### src/rtl/cp0_exc_unit.sv
// cp0_exc_unit: MIPS-style CP0 register file with exception/interrupt request logic.
// Ports:
//   clk, rst_n        clock, asynchronous active-low reset
//   ExcCode_M         M-stage exception code (`No_ExcCode` = none)
//   PC_M, BD_M        M-stage PC and branch-delay-slot flag
//   HWInt             level-sensitive external interrupt lines
//   CP0WE/CP0Addr/CP0WD  mtc0 write strobe, register number, write data
//   EXLClr            eret in M
//   CP0RD             combinational read data for CP0Addr
//   EPCOut            eret target, forwarding a same-cycle mtc0 to EPC
//   ExcEntry          handler address
//   Req               take exception/interrupt this cycle
`ifndef No_ExcCode
`define No_ExcCode 5'd0
`endif

module cp0_exc_unit #(
    parameter logic [31:0] PRID_VALUE = 32'h4255_4141,
    parameter logic [31:0] EXC_ENTRY  = 32'h0000_4180
) (
    input  logic        clk,
    input  logic        rst_n,
    input  logic [4:0]  ExcCode_M,
    input  logic [31:0] PC_M,
    input  logic        BD_M,
    input  logic [5:0]  HWInt,
    input  logic        CP0WE,
    input  logic [4:0]  CP0Addr,
    input  logic [31:0] CP0WD,
    input  logic        EXLClr,
    output logic [31:0] CP0RD,
    output logic [31:0] EPCOut,
    output logic [31:0] ExcEntry,
    output logic        Req
);
    logic [5:0]  sr_im_q, sr_im_d;
    logic        sr_exl_q, sr_exl_d;
    logic        sr_ie_q, sr_ie_d;
    logic        cause_bd_q, cause_bd_d;
    logic [5:0]  cause_ip_q, cause_ip_d;
    logic [4:0]  cause_exc_q, cause_exc_d;
    logic [31:0] epc_q, epc_d;
    logic [31:0] count_q, count_d;
    logic [31:0] compare_q, compare_d;
    logic        timer_pend_q, timer_pend_d;
    logic [5:0]  ipe;
    logic        int_req, exc_req, wr, wr_sr, wr_epc, wr_count, wr_compare;

    assign ExcEntry = EXC_ENTRY;

    always_comb begin
        ipe        = HWInt | {timer_pend_q, 5'b0};
        int_req    = (|(ipe & sr_im_q)) & sr_ie_q & ~sr_exl_q;
        exc_req    = (ExcCode_M != `No_ExcCode) & ~sr_exl_q;
        // Req is held low during reset even if an exception code is presented
        Req        = rst_n & (int_req | exc_req);
        // a taken exception swallows any same-cycle mtc0
        wr         = CP0WE & ~Req;
        wr_sr      = wr & (CP0Addr == 5'd12);
        wr_epc     = wr & (CP0Addr == 5'd14);
        wr_count   = wr & (CP0Addr == 5'd9);
        wr_compare = wr & (CP0Addr == 5'd11);
        sr_im_d    = wr_sr ? CP0WD[15:10] : sr_im_q;
        sr_ie_d    = wr_sr ? CP0WD[0] : sr_ie_q;
        // eret clears EXL after any same-cycle SR write has been applied
        sr_exl_d   = Req ? 1'b1 : EXLClr ? 1'b0 : wr_sr ? CP0WD[1] : sr_exl_q;
        cause_bd_d  = Req ? BD_M : cause_bd_q;
        cause_exc_d = Req ? (int_req ? 5'd0 : ExcCode_M) : cause_exc_q;
        cause_ip_d  = ipe;
        epc_d       = Req ? PC_M - (BD_M ? 32'd4 : 32'd0) : wr_epc ? CP0WD : epc_q;
        count_d     = wr_count ? CP0WD : count_q + 32'd1;
        compare_d   = wr_compare ? CP0WD : compare_q;
        timer_pend_d = wr_compare ? 1'b0 : (count_d == compare_q) ? 1'b1 : timer_pend_q;
        EPCOut      = wr_epc ? CP0WD : epc_q;
        CP0RD = (CP0Addr == 5'd9)  ? count_q :
                (CP0Addr == 5'd11) ? compare_q :
                (CP0Addr == 5'd12) ? {16'b0, sr_im_q, 8'b0, sr_exl_q, sr_ie_q} :
                (CP0Addr == 5'd13) ? {cause_bd_q, 15'b0, cause_ip_q, 3'b0, cause_exc_q, 2'b0} :
                (CP0Addr == 5'd14) ? epc_q :
                (CP0Addr == 5'd15) ? PRID_VALUE : 32'b0;
    end

    always_ff @(posedge clk or negedge rst_n) begin
        if (!rst_n) begin
            sr_im_q      <= '0;
            sr_exl_q     <= 1'b0;
            sr_ie_q      <= 1'b0;
            cause_bd_q   <= 1'b0;
            cause_ip_q   <= '0;
            cause_exc_q  <= '0;
            epc_q        <= '0;
            count_q      <= '0;
            compare_q    <= '0;
            timer_pend_q <= 1'b0;
        end else begin
            sr_im_q      <= sr_im_d;
            sr_exl_q     <= sr_exl_d;
            sr_ie_q      <= sr_ie_d;
            cause_bd_q   <= cause_bd_d;
            cause_ip_q   <= cause_ip_d;
            cause_exc_q  <= cause_exc_d;
            epc_q        <= epc_d;
            count_q      <= count_d;
            compare_q    <= compare_d;
            timer_pend_q <= timer_pend_d;
        end
    end
endmodule

### config.mk
export PLATFORM = sky130hd
export DESIGN_NAME = cp0_exc_unit
export DESIGN_NICKNAME = d
export VERILOG_FILES = /design/src/rtl/cp0_exc_unit.sv
export SDC_FILE = /design/constraint.sdc
export NUM_CORES = 1
export LEC_CHECK = 0
export ABC_AREA = 0
export ABC_CLOCK_PERIOD_IN_PS = 4900
export CAP_MARGIN = 0
export CORE_MARGIN = 4
export CORE_UTILIZATION = 51
export CTS_CLUSTER_DIAMETER = 120
export DETAILED_ROUTE_END_ITERATION = 8
export PLACE_DENSITY = 0.87
export SYNTH_ARGS = -nofsm -noshare
export SYNTH_HDL_FRONTEND = slang
export SYNTH_SLANG_ARGS = --single-unit
export TNS_END_PERCENT = 30
### constraint.sdc
create_clock -name clk -period 4.9 [get_ports clk]
set_clock_uncertainty 0.05 [all_clocks]
set_input_delay 1.225 -clock clk [delete_from_list [all_inputs] [get_ports clk]]
set_output_delay 1.225 -clock clk [all_outputs]
set_load 0.1 [all_outputs]
==> results of run 1 <==
sequential cells by signal, indices dropped and copies added, names as in the netlist:
register,flops
sr_ie_q,1
cause_bd_q,1
count_q,32
cause_ip_q,6
cause_exc_q,5
sr_im_q,6
compare_q,32
timer_pend_q,1
sr_exl_q,1
epc_q,32
cell type report:
class | instances | area share (%)
clock buffers | 18 | 4.13
well taps | 184 | 2.16
inverters | 22 | 0.776
diodes | 1 | 0.0235
multi-input cells | 656 | 41.6
flip-flops and latches | 117 | 27.5
repair buffers | 171 | 21.9
clock inverters | 14 | 1.88
worst min-delay path, delay by kind of cell (launching register included):
kind          cells  cell delay [ns]
flops             1             0.35
simple gates      2             0.11
layer usage:
layer / vias to the layer above / track usage [%] / part of all wire, %
li1: 3272 / - / -
met2: 477 / 47.5 / 45
met1: 3594 / 40.4 / 39
met4: 2 / 14.4 / 4.3
met3: 101 / 9.92 / 11
met5: - / 0 / 0.027
layout by cell type (no fill, tap or decap), types with 12 or more instances in the layout:
cell type          n
dfrtp_1          117
nand3_1           26
nand2_1           54
inv_1             21
xnor2_1           45
conb_1            32
buf_4             21
nor2_1            93
a21oi_1           62
mux2i_1           27
a22oi_1           12
nand4_1           12
buf_12            67
o21ai_0           18
clkbuf_16         17
mux2_2            63
xor2_1            23
clkdlybuf4s50_1   83
nor3_1            21
where the power goes:
group	leakage [nW]	total [mW]	internal (mW)	switching (mW)
Combinational	2.78	2.06	0.759	1.30
Sequential	1.39	1.46	1.19	0.272
Clock	0.304	1.35	0.870	0.478
per-stage QoR:
stage	instances	hold WS (ns)	power [mW]	worst slack, ns	TNS (ns)
6_report	1183	0.436	4.86	0.0299	0
5_1_grt	1182	0.457	5.02	-0.00651	-0.00730
3_3_place_gp	1149	0.407	3.41	0.0952	0
2_1_floorplan	867	0.389	2.75	-0.614	-2.99
3_5_place_dp	1149	0.412	3.45	0.0295	0
4_1_cts	1181	0.433	4.83	0.00599	0
kinds of logic (layout without fill, tap and decap cells):
group / after synthesis / in the layout / synth area share (%)
multiplexers: 97 / 97 / 13.7
flip-flops: 117 / 117 / 38.0
adder cells (fa/ha/maj): 3 / 3 / 0.487
AO/OA/AOI/OAI: 171 / 171 / 13.9
buffers and inverters: 94 / 225 / 6.30
other: 2 / 33 / 0.0975
AND/OR/NAND/NOR: 282 / 282 / 18.8
XOR/XNOR: 71 / 71 / 8.61
final timing paths:
kind | cells after the start | slack (ns) | end | start
setup reg to reg | 9 | 1.30 | timer_pend_q$_DFFE_PN0P_ | count_q[0]$_DFF_PN0_
setup / recovery | 9 | 0.03 | EPCOut[27] | HWInt[0]
hold / removal | 2 | 0.44 | cause_exc_q[1]$_DFFE_PN0N_ | cause_exc_q[1]$_DFFE_PN0N_
hold reg to reg | 2 | 0.44 | cause_exc_q[1]$_DFFE_PN0N_ | cause_exc_q[1]$_DFFE_PN0N_
max in group asynchronous | 2 | 3.32 | count_q[0]$_DFF_PN0_ | rst_n
min in group asynchronous | 2 | 0.86 | compare_q[9]$_DFFE_PN0P_ | rst_n
what timing repair did:
item / 4_1_cts / 5_1_grt
endpoints found under the setup margin: 0 / 32
resized for setup: 0 / 1
setup buffers: 0 / 1
==> out/results.ini, run 1 <==
[status]
outcome = complete, no violations

[die]
die_area_sq_um = 17100
io_pins = 182
core_area_sq_um = 14600
die_width_um = 131
die-height_um = 131
std_cell_rows = 44
floorplan.initialDensity_pct = 52.6

[worst_setup_path]
crit_type = in2out
worst_ep_arrival_time_ns = 3.60
max_stage_delay_ns = 0.50
start_kind = primary input
crit_path_frequent_cell = buf_12
path_buf_inv = 4
path_delay_family = buffers and inverters
cp_cell_sequence = clkdlybuf4s50_1 -> a222oi_1 -> buf_4 -> a31oi_1 -> nor2_1 -> nand3_2 -> buf_12 -> mux2_2 -> buf_12
slowest_stage = a31oi_1
required_ns = 3.62
crit_fanout = 35
cp-end-kind = output pin

[placement]
dpl.hpwl_um = 18800
placed_area_sq_um = 9990
gp_congestion = 0.929
port_buffers = 149

[layout]
seq_area_sq_um = 2930
final_util_pct = 72.7
fill_cells = 933
syn_to_final_growth_pct = 38.1
multiInputGateArea_sq_um = 4430
fin_nets = 1073
fin_area_sq_um = 10600
drive_gt1_share_pct = 20.4

[clock_network]
cts_made_buffers = 17
cts.clk_slew.worst_paths_ns = 0.06
cts_tree = done
clkLatencyLatePin_ns = 0.42
root_buffer = clkbuf_16
htreeDepth = 4
cts_hold_buf = 0
clkSinkCount = 117
clockBufferDepth = 2

[timing]
finalHoldViolCount = 0
min_period_ns = 4.87
fmax_ghz = 0.205
setup_viol = 0
slew_headroom_pct = 51.8
worst_pin_slew_ns = 0.705
fin_crit_sh_pct = 99.4
drv_slew = 0

[global_route]
grt_usage_pct = 31.1
grt_pass1_wl_um = 40500
grt_max_degree = 68
antenna_found_initial = 1
grt.overflow.total = 0
grt_pass1_vias = 7453

[route]
antenna_left = 0
dr_total_vias = 7446
via_per_inst = 6.29
drc = 0
dr.pass1.iters = 5
drt_iter0_drc = 869
drt_wl_total_um = 26300
routedWlPerCell_um = 22.2

[logic_synthesis]
seq_area_frac_synth_pct = 38.0
async_flop_share_pct = 100
synth_top_area_cell = dfrtp_1
syn_area_sq_um = 7710
synth_top_area_share_pct = 38.0
synthFlopType = dfrtp_1
synth_cells = 837
yosys-top-cells-area = dfrtp_1 38%, mux2_2 9.2%, xnor2_1 5.1%
yosys_warnings = 0
synth_edf_count = 0
synth.ff_latch_count = 117
syn_area_per_cell_sq_um = 9.21
synthTopCellsByCount = 117 x dfrtp_1, 93 x nor2_1, 63 x mux2_2
yosysMostFrequentCell = dfrtp_1
yosysUniqueCellTypes = 68

[worst_hold_path]
hold_class = reg2reg

[pwr]
ir_drop_mv = 0.307
p_leak_nw = 4.47
powerDensity_nw_per_um2 = 457

[flow_run]
max_cap_violations = 0

Note: power is estimated with default switching activity, not from simulation.
==> run 2: changes to the inputs <==
--- a/config.mk
+++ b/config.mk
@@ -6,13 +6,15 @@
 export NUM_CORES = 1
 export LEC_CHECK = 0
 export ABC_AREA = 0
-export ABC_CLOCK_PERIOD_IN_PS = 4900
+export ABC_CLOCK_PERIOD_IN_PS = 5850
 export CAP_MARGIN = 0
 export CORE_MARGIN = 4
-export CORE_UTILIZATION = 51
+export CORE_UTILIZATION = 54
 export CTS_CLUSTER_DIAMETER = 120
+export CTS_CLUSTER_SIZE = 12
 export DETAILED_ROUTE_END_ITERATION = 8
-export PLACE_DENSITY = 0.87
+export PLACE_DENSITY = 0.91
+export REMOVE_ABC_BUFFERS = 1
 export SYNTH_ARGS = -nofsm -noshare
 export SYNTH_HDL_FRONTEND = slang
 export SYNTH_SLANG_ARGS = --single-unit
==> constraint.sdc (replaced) <==
create_clock -name clk -period 5.85 [get_ports clk]
set_clock_uncertainty 0.05 [all_clocks]
set_input_delay 1.4625 -clock clk [delete_from_list [all_inputs] [get_ports clk]]
set_output_delay 1.4625 -clock clk [all_outputs]
set_load 0.1 [all_outputs]
==> run 2 against run 1 <==
Net effect:
- setup slack better by 0.37 ns
- final cell count down 0.76%
- cell area down 1.6%
- non-clock buffer count down 2
- critical path type unchanged
==> out/results.ini, run 2 (synthesis results as in run 1) <==
[status]
outcome = complete, no violations

[worst_setup_path]
worst_ep_arrival_time_ns = 3.93
cp-end-kind = output pin
crit_fanout = 15
required_ns = 4.34
start_kind = primary input
crit_type = in2out

[placement]
post-place-ws_ns = 0.440
dpl.hpwl_um = 18400
gp_congestion = 0.944
port_buffers = 149
placed_area_sq_um = 9930

[route]
antenna_left = 0
drt_wl_total_um = 25100
routedWlPerCell_um = 21.3
dr_total_vias = 7310
dr.pass1.iters = 7
drc = 0
drt_iter0_drc = 878
via_per_inst = 6.23

[clock_network]
cts_hold_buf = 0
cts_resized = 0
htreeDepth = 4
root_buffer = clkbuf_16
cts.clk_slew.worst_paths_ns = 0.05
clkLatencyLatePin_ns = 0.42
cts_tree = done
post-cts-setup-buffer-count = 0
clkSinkCount = 117
clockBufferDepth = 2
cts_made_buffers = 17

[timing]
slew_headroom_pct = 49.3
finalWorstSetupSlack_ns = 0.404
min_period_ns = 5.45
rsz0062_at_grt = false
setup_viol = 0
drv_slew = 0
hold-worst-slack_ns = 0.419
worst_pin_slew_ns = 0.759
fin_crit_sh_pct = 93.1
finalHoldViolCount = 0
fmax_ghz = 0.184

[layout]
drive_gt1_share_pct = 19.4
fin_nets = 1071
reg_top3 = compare_q: 32 flops, count_q: 32 flops, epc_q: 32 flops
n_antenna_cell = 0
fill_cells = 889
layout_common_cells = 117 x dfrtp_1, 93 x nor2_1, 82 x clkdlybuf4s50_1
fin_area_sq_um = 10500
syn_to_final_growth_pct = 35.8
mostFrequentLayoutCell = dfrtp_1

[pwr]
finalPower_mw = 3.85
p_leak_nw = 4.41
ir_drop_mv = 0.218
powerDensity_nw_per_um2 = 368

[die]
die-height_um = 127
floorplan.initialDensity_pct = 55.3
die_area_sq_um = 16200
std_cell_rows = 43
core_area_sq_um = 13900
io_pins = 182
die_width_um = 127

[global_route]
grt.overflow.total = 0
grt_pass1_vias = 7347
antenna_found_initial = 0
grt_usage_pct = 30.8
grt_max_degree = 68
grt_pass1_wl_um = 39100

[worst_hold_path]
hold_class = reg2reg

[flow_run]
max_cap_violations = 0

[run 2: area by class of cell]
type	instances	area, sq um	share of cell area, %
Clock buffer	25	485	4.64
Sequential cell	117	2930	28.0
Tap cell	180	225	2.15
Multi-Input combinational cell	656	4410	42.1
Inverter	22	82.6	0.789
Timing Repair Buffer	169	2280	21.8
Clock inverter	5	50.0	0.478
[run 2: per-stage QoR]
step	TNS (ns)	util [%]	instances
2_1_floorplan	-11.94	-	795
3_3_place_gp	0	71.3	1144
3_5_place_dp	0	71.3	1144
4_1_cts	0	75.1	1174
5_1_grt	0	75.1	1174
6_report	0	75.1	1174
[run 2: per-layer routing]
layer  track usage (%)  part of all wire, %  up-vias  wire length, um
met2              50.4                   48      456            12100
met1              38.2                   38     3505             9440
met4              13.6                  4.3        0             1070
li1                  -                    -     3252                -
met5                 0                    0        -                0
met3              8.24                  9.9       97             2490
[run 2: where the power goes]
| group | internal (mW) | total [mW] | leakage (nW) | switching [mW] |
|---|---|---|---|---|
| Sequential | 0.995 | 1.20 | 1.39 | 0.205 |
| Clock | 0.608 | 0.954 | 0.267 | 0.345 |
| Combinational | 0.631 | 1.70 | 2.76 | 1.07 |
[run 2: critical path, stage by stage]
cell	delay, ns
clkdlybuf4s50_1	0.41
or4_1	0.60
o21a_1	0.25
nor2_1	0.19
nand3_2	0.12
buf_4	0.23
o21ai_0	0.41
buf_12	0.24
[run 2: final timing paths]
| kind | startpoint | cells after the start | endpoint | slack [ns] |
|---|---|---|---|---|
| hold / removal | cause_exc_q[4]$_DFFE_PN0N_ | 2 | cause_exc_q[4]$_DFFE_PN0N_ | 0.42 |
| max in group asynchronous | rst_n | 3 | count_q[22]$_DFF_PN0_ | 3.26 |
| min in group asynchronous | rst_n | 1 | count_q[8]$_DFF_PN0_ | 0.84 |
| setup / recovery | ExcCode_M[0] | 8 | EPCOut[21] | 0.40 |
| setup reg to reg | timer_pend_q$_DFFE_PN0P_ | 8 | timer_pend_q$_DFFE_PN0P_ | 2.58 |
| hold reg to reg | cause_exc_q[4]$_DFFE_PN0N_ | 2 | cause_exc_q[4]$_DFFE_PN0N_ | 0.42 |
==> run 3: changes to the inputs <==
--- a/config.mk
+++ b/config.mk
@@ -6,14 +6,15 @@
 export NUM_CORES = 1
 export LEC_CHECK = 0
 export ABC_AREA = 0
-export ABC_CLOCK_PERIOD_IN_PS = 5850
+export ABC_CLOCK_PERIOD_IN_PS = 5150
 export CAP_MARGIN = 0
 export CORE_MARGIN = 4
-export CORE_UTILIZATION = 54
+export CORE_UTILIZATION = 51
 export CTS_CLUSTER_DIAMETER = 120
 export CTS_CLUSTER_SIZE = 12
 export DETAILED_ROUTE_END_ITERATION = 8
-export PLACE_DENSITY = 0.91
+export GPL_TIMING_DRIVEN = 0
+export PLACE_DENSITY = 0.87
 export REMOVE_ABC_BUFFERS = 1
 export SYNTH_ARGS = -nofsm -noshare
 export SYNTH_HDL_FRONTEND = slang
==> constraint.sdc (replaced) <==
create_clock -name clk -period 5.15 [get_ports clk]
set_clock_uncertainty 0.05 [all_clocks]
set_input_delay 1.2875 -clock clk [delete_from_list [all_inputs] [get_ports clk]]
set_output_delay 1.2875 -clock clk [all_outputs]
set_load 0.1 [all_outputs]
==> run 3 against run 2 <==
Net effect:
- the run now ends with setup timing left
- core utilization decreased by 7.9 points
- first-iteration DRC count decreased by 5.8%
- combinational power about the same
- final cell count increased by 0.26%
- sequential share of layout area increased by 1.8 points
- sequential power increased by 13%
- largest cell class unchanged
==> out/results.ini, run 3 (synthesis results as in run 1) <==
[clock_network]
cts_made_buffers = 17
clockBufferDepth = 2
clkLatencyLatePin_ns = 0.42
cts_hold_buf = 0
root_buffer = clkbuf_16
htreeDepth = 4
clkSinkCount = 117
cts_tree = done
cts.clk_slew.worst_paths_ns = 0.05

[placement]
dpl.hpwl_um = 17100
post-place-ws_ns = -2.70
place_inst = 1133
port_buffers = 149
gp_congestion = 0.895
placed_area_sq_um = 9250

[status]
outcome = finished, violations left
violations = setup timing

[pwr]
p_leak_nw = 4.19
comb_power_share_pct = 41.0
p_sw_share_pct = 43.3
clockPowerShare_pct = 26.5
p_switching_mw = 1.80
powerDensity_nw_per_um2 = 423
p_int_mw = 2.36
pwr-share-seq_pct = 32.5
ir_drop_mv = 0.337
finalPower_mw = 4.17

[timing]
finalHoldViolCount = 0
hold-worst-slack_ns = 0.418
setup_tns_ns = -0.00524
slew_headroom_pct = 36.0
finalWorstSetupSlack_ns = -0.00524
worst_pin_slew_ns = 0.959
min_period_ns = 5.16
setup_viol = 1
drv_slew = 0
rsz0062_at_grt = true
fmax_ghz = 0.194
fin_crit_sh_pct = 100

[route]
via_per_inst = 6.25
routedWlPerCell_um = 20.7
dr_total_vias = 7351
drt_iter0_drc = 827
drc = 0
drt_wl_total_um = 24400
antenna_left = 0
dr.pass1.iters = 5

[layout]
mostFrequentLayoutCell = dfrtp_1
fin_area_sq_um = 9850
n_antenna_cell = 0
fin_nets = 1069
syn_to_final_growth_pct = 27.8
layout_common_cells = 117 x dfrtp_1, 90 x nor2_1, 81 x clkdlybuf4s50_1
final_util_pct = 67.2
reg_top3 = compare_q: 32 flops, count_q: 32 flops, epc_q: 32 flops
final_cells = 1177
drive_gt1_share_pct = 19.5

[global_route]
grt_pass1_wl_um = 37600
grt_max_degree = 95
grt.overflow.total = 0
grt_pass1_vias = 7142
antenna_found_initial = 0
grt_usage_pct = 28.8

[flow_run]
max_cap_violations = 0

[worst_setup_path]
start_kind = primary input
crit_type = in2out
worst_ep_arrival_time_ns = 3.82
required_ns = 3.81
rrSetupSlack_ns = 1.62
cp-end-kind = output pin
crit_fanout = 22

[die]
die_width_um = 131
die_area_sq_um = 17100
die-height_um = 131
io_pins = 182
std_cell_rows = 44
core_area_sq_um = 14600
floorplan.initialDensity_pct = 52.6

[worst_hold_path]
hold_class = reg2reg

run 3: cell types whose count changed in the layout (fill, tap and decap cells not counted), sizes merged:
cell	change
buf	-33
clkdlybuf4s15	+10
clkdlybuf4s50	-1
dlygate4sd2	+6
clkbuf	+14
clkdlybuf4s18	+3
dlymetal6s2s	+1
clkinv	-1
run 3: final timing paths:
path	start	end	depth (start not counted)
min in group asynchronous	rst_n	compare_q[3]$_DFFE_PN0P_	1
worst max-delay path	CP0Addr[2]	CP0RD[8]	6
worst min-delay path	cause_exc_q[1]$_DFFE_PN0N_	cause_exc_q[1]$_DFFE_PN0N_	2
max in group asynchronous	rst_n	count_q[3]$_DFF_PN0_	2
worst max register to register	sr_im_q[0]$_DFFE_PN0P_	timer_pend_q$_DFFE_PN0P_	10
worst min register to register	cause_exc_q[1]$_DFFE_PN0N_	cause_exc_q[1]$_DFFE_PN0N_	2
run 3: layout make-up:
| cell class | count | area, sq um |
|---|---|---|
| Clock buffer | 27 | 503 |
| Inverter | 22 | 87.6 |
| Fill cell | 1086 | 4800 |
| Sequential cell | 117 | 2930 |
| Tap cell | 184 | 230 |
| Clock inverter | 4 | 45.0 |
| Timing Repair Buffer | 167 | 1560 |
| Multi-Input combinational cell | 656 | 4490 |
run 3: worst max-delay path, stage by stage:
cell,delay [ns]
clkdlybuf4s50_1,0.47
nand4bb_4,0.58
nor2_1,0.37
a31oi_2,0.21
a21oi_1,0.31
clkdlybuf4s18_2,0.58
run 3: power by group through the flow:
stage                     clock [mW]  sequential (mW)  combinational, mW
after floorplan                    0             1.29               1.29
after global placement             0             1.34               1.66
after detailed placement           0             1.35               1.69
after CTS                       1.11             1.34               1.69
after global routing            1.16             1.38               1.81
final                           1.11             1.35               1.71
run 3: what timing repair did:
item | CTS | global route
setup buffers | 9 | 4
gates resized for setup | 268 | 54
pin swaps | 3 | 1
cloned | 0 | 0
setup endpoints to repair | 98 | 55
run 3: routing by layer:
metal | vias to the layer above | wire length (um) | GRT usage [%]
li1 | 3254 | - | -
met1 | 3553 | 9280 | 36.6
met2 | 460 | 11700 | 46.2
met3 | 84 | 2400 | 6.95
met4 | 0 | 1030 | 14.0
met5 | - | 0 | 0
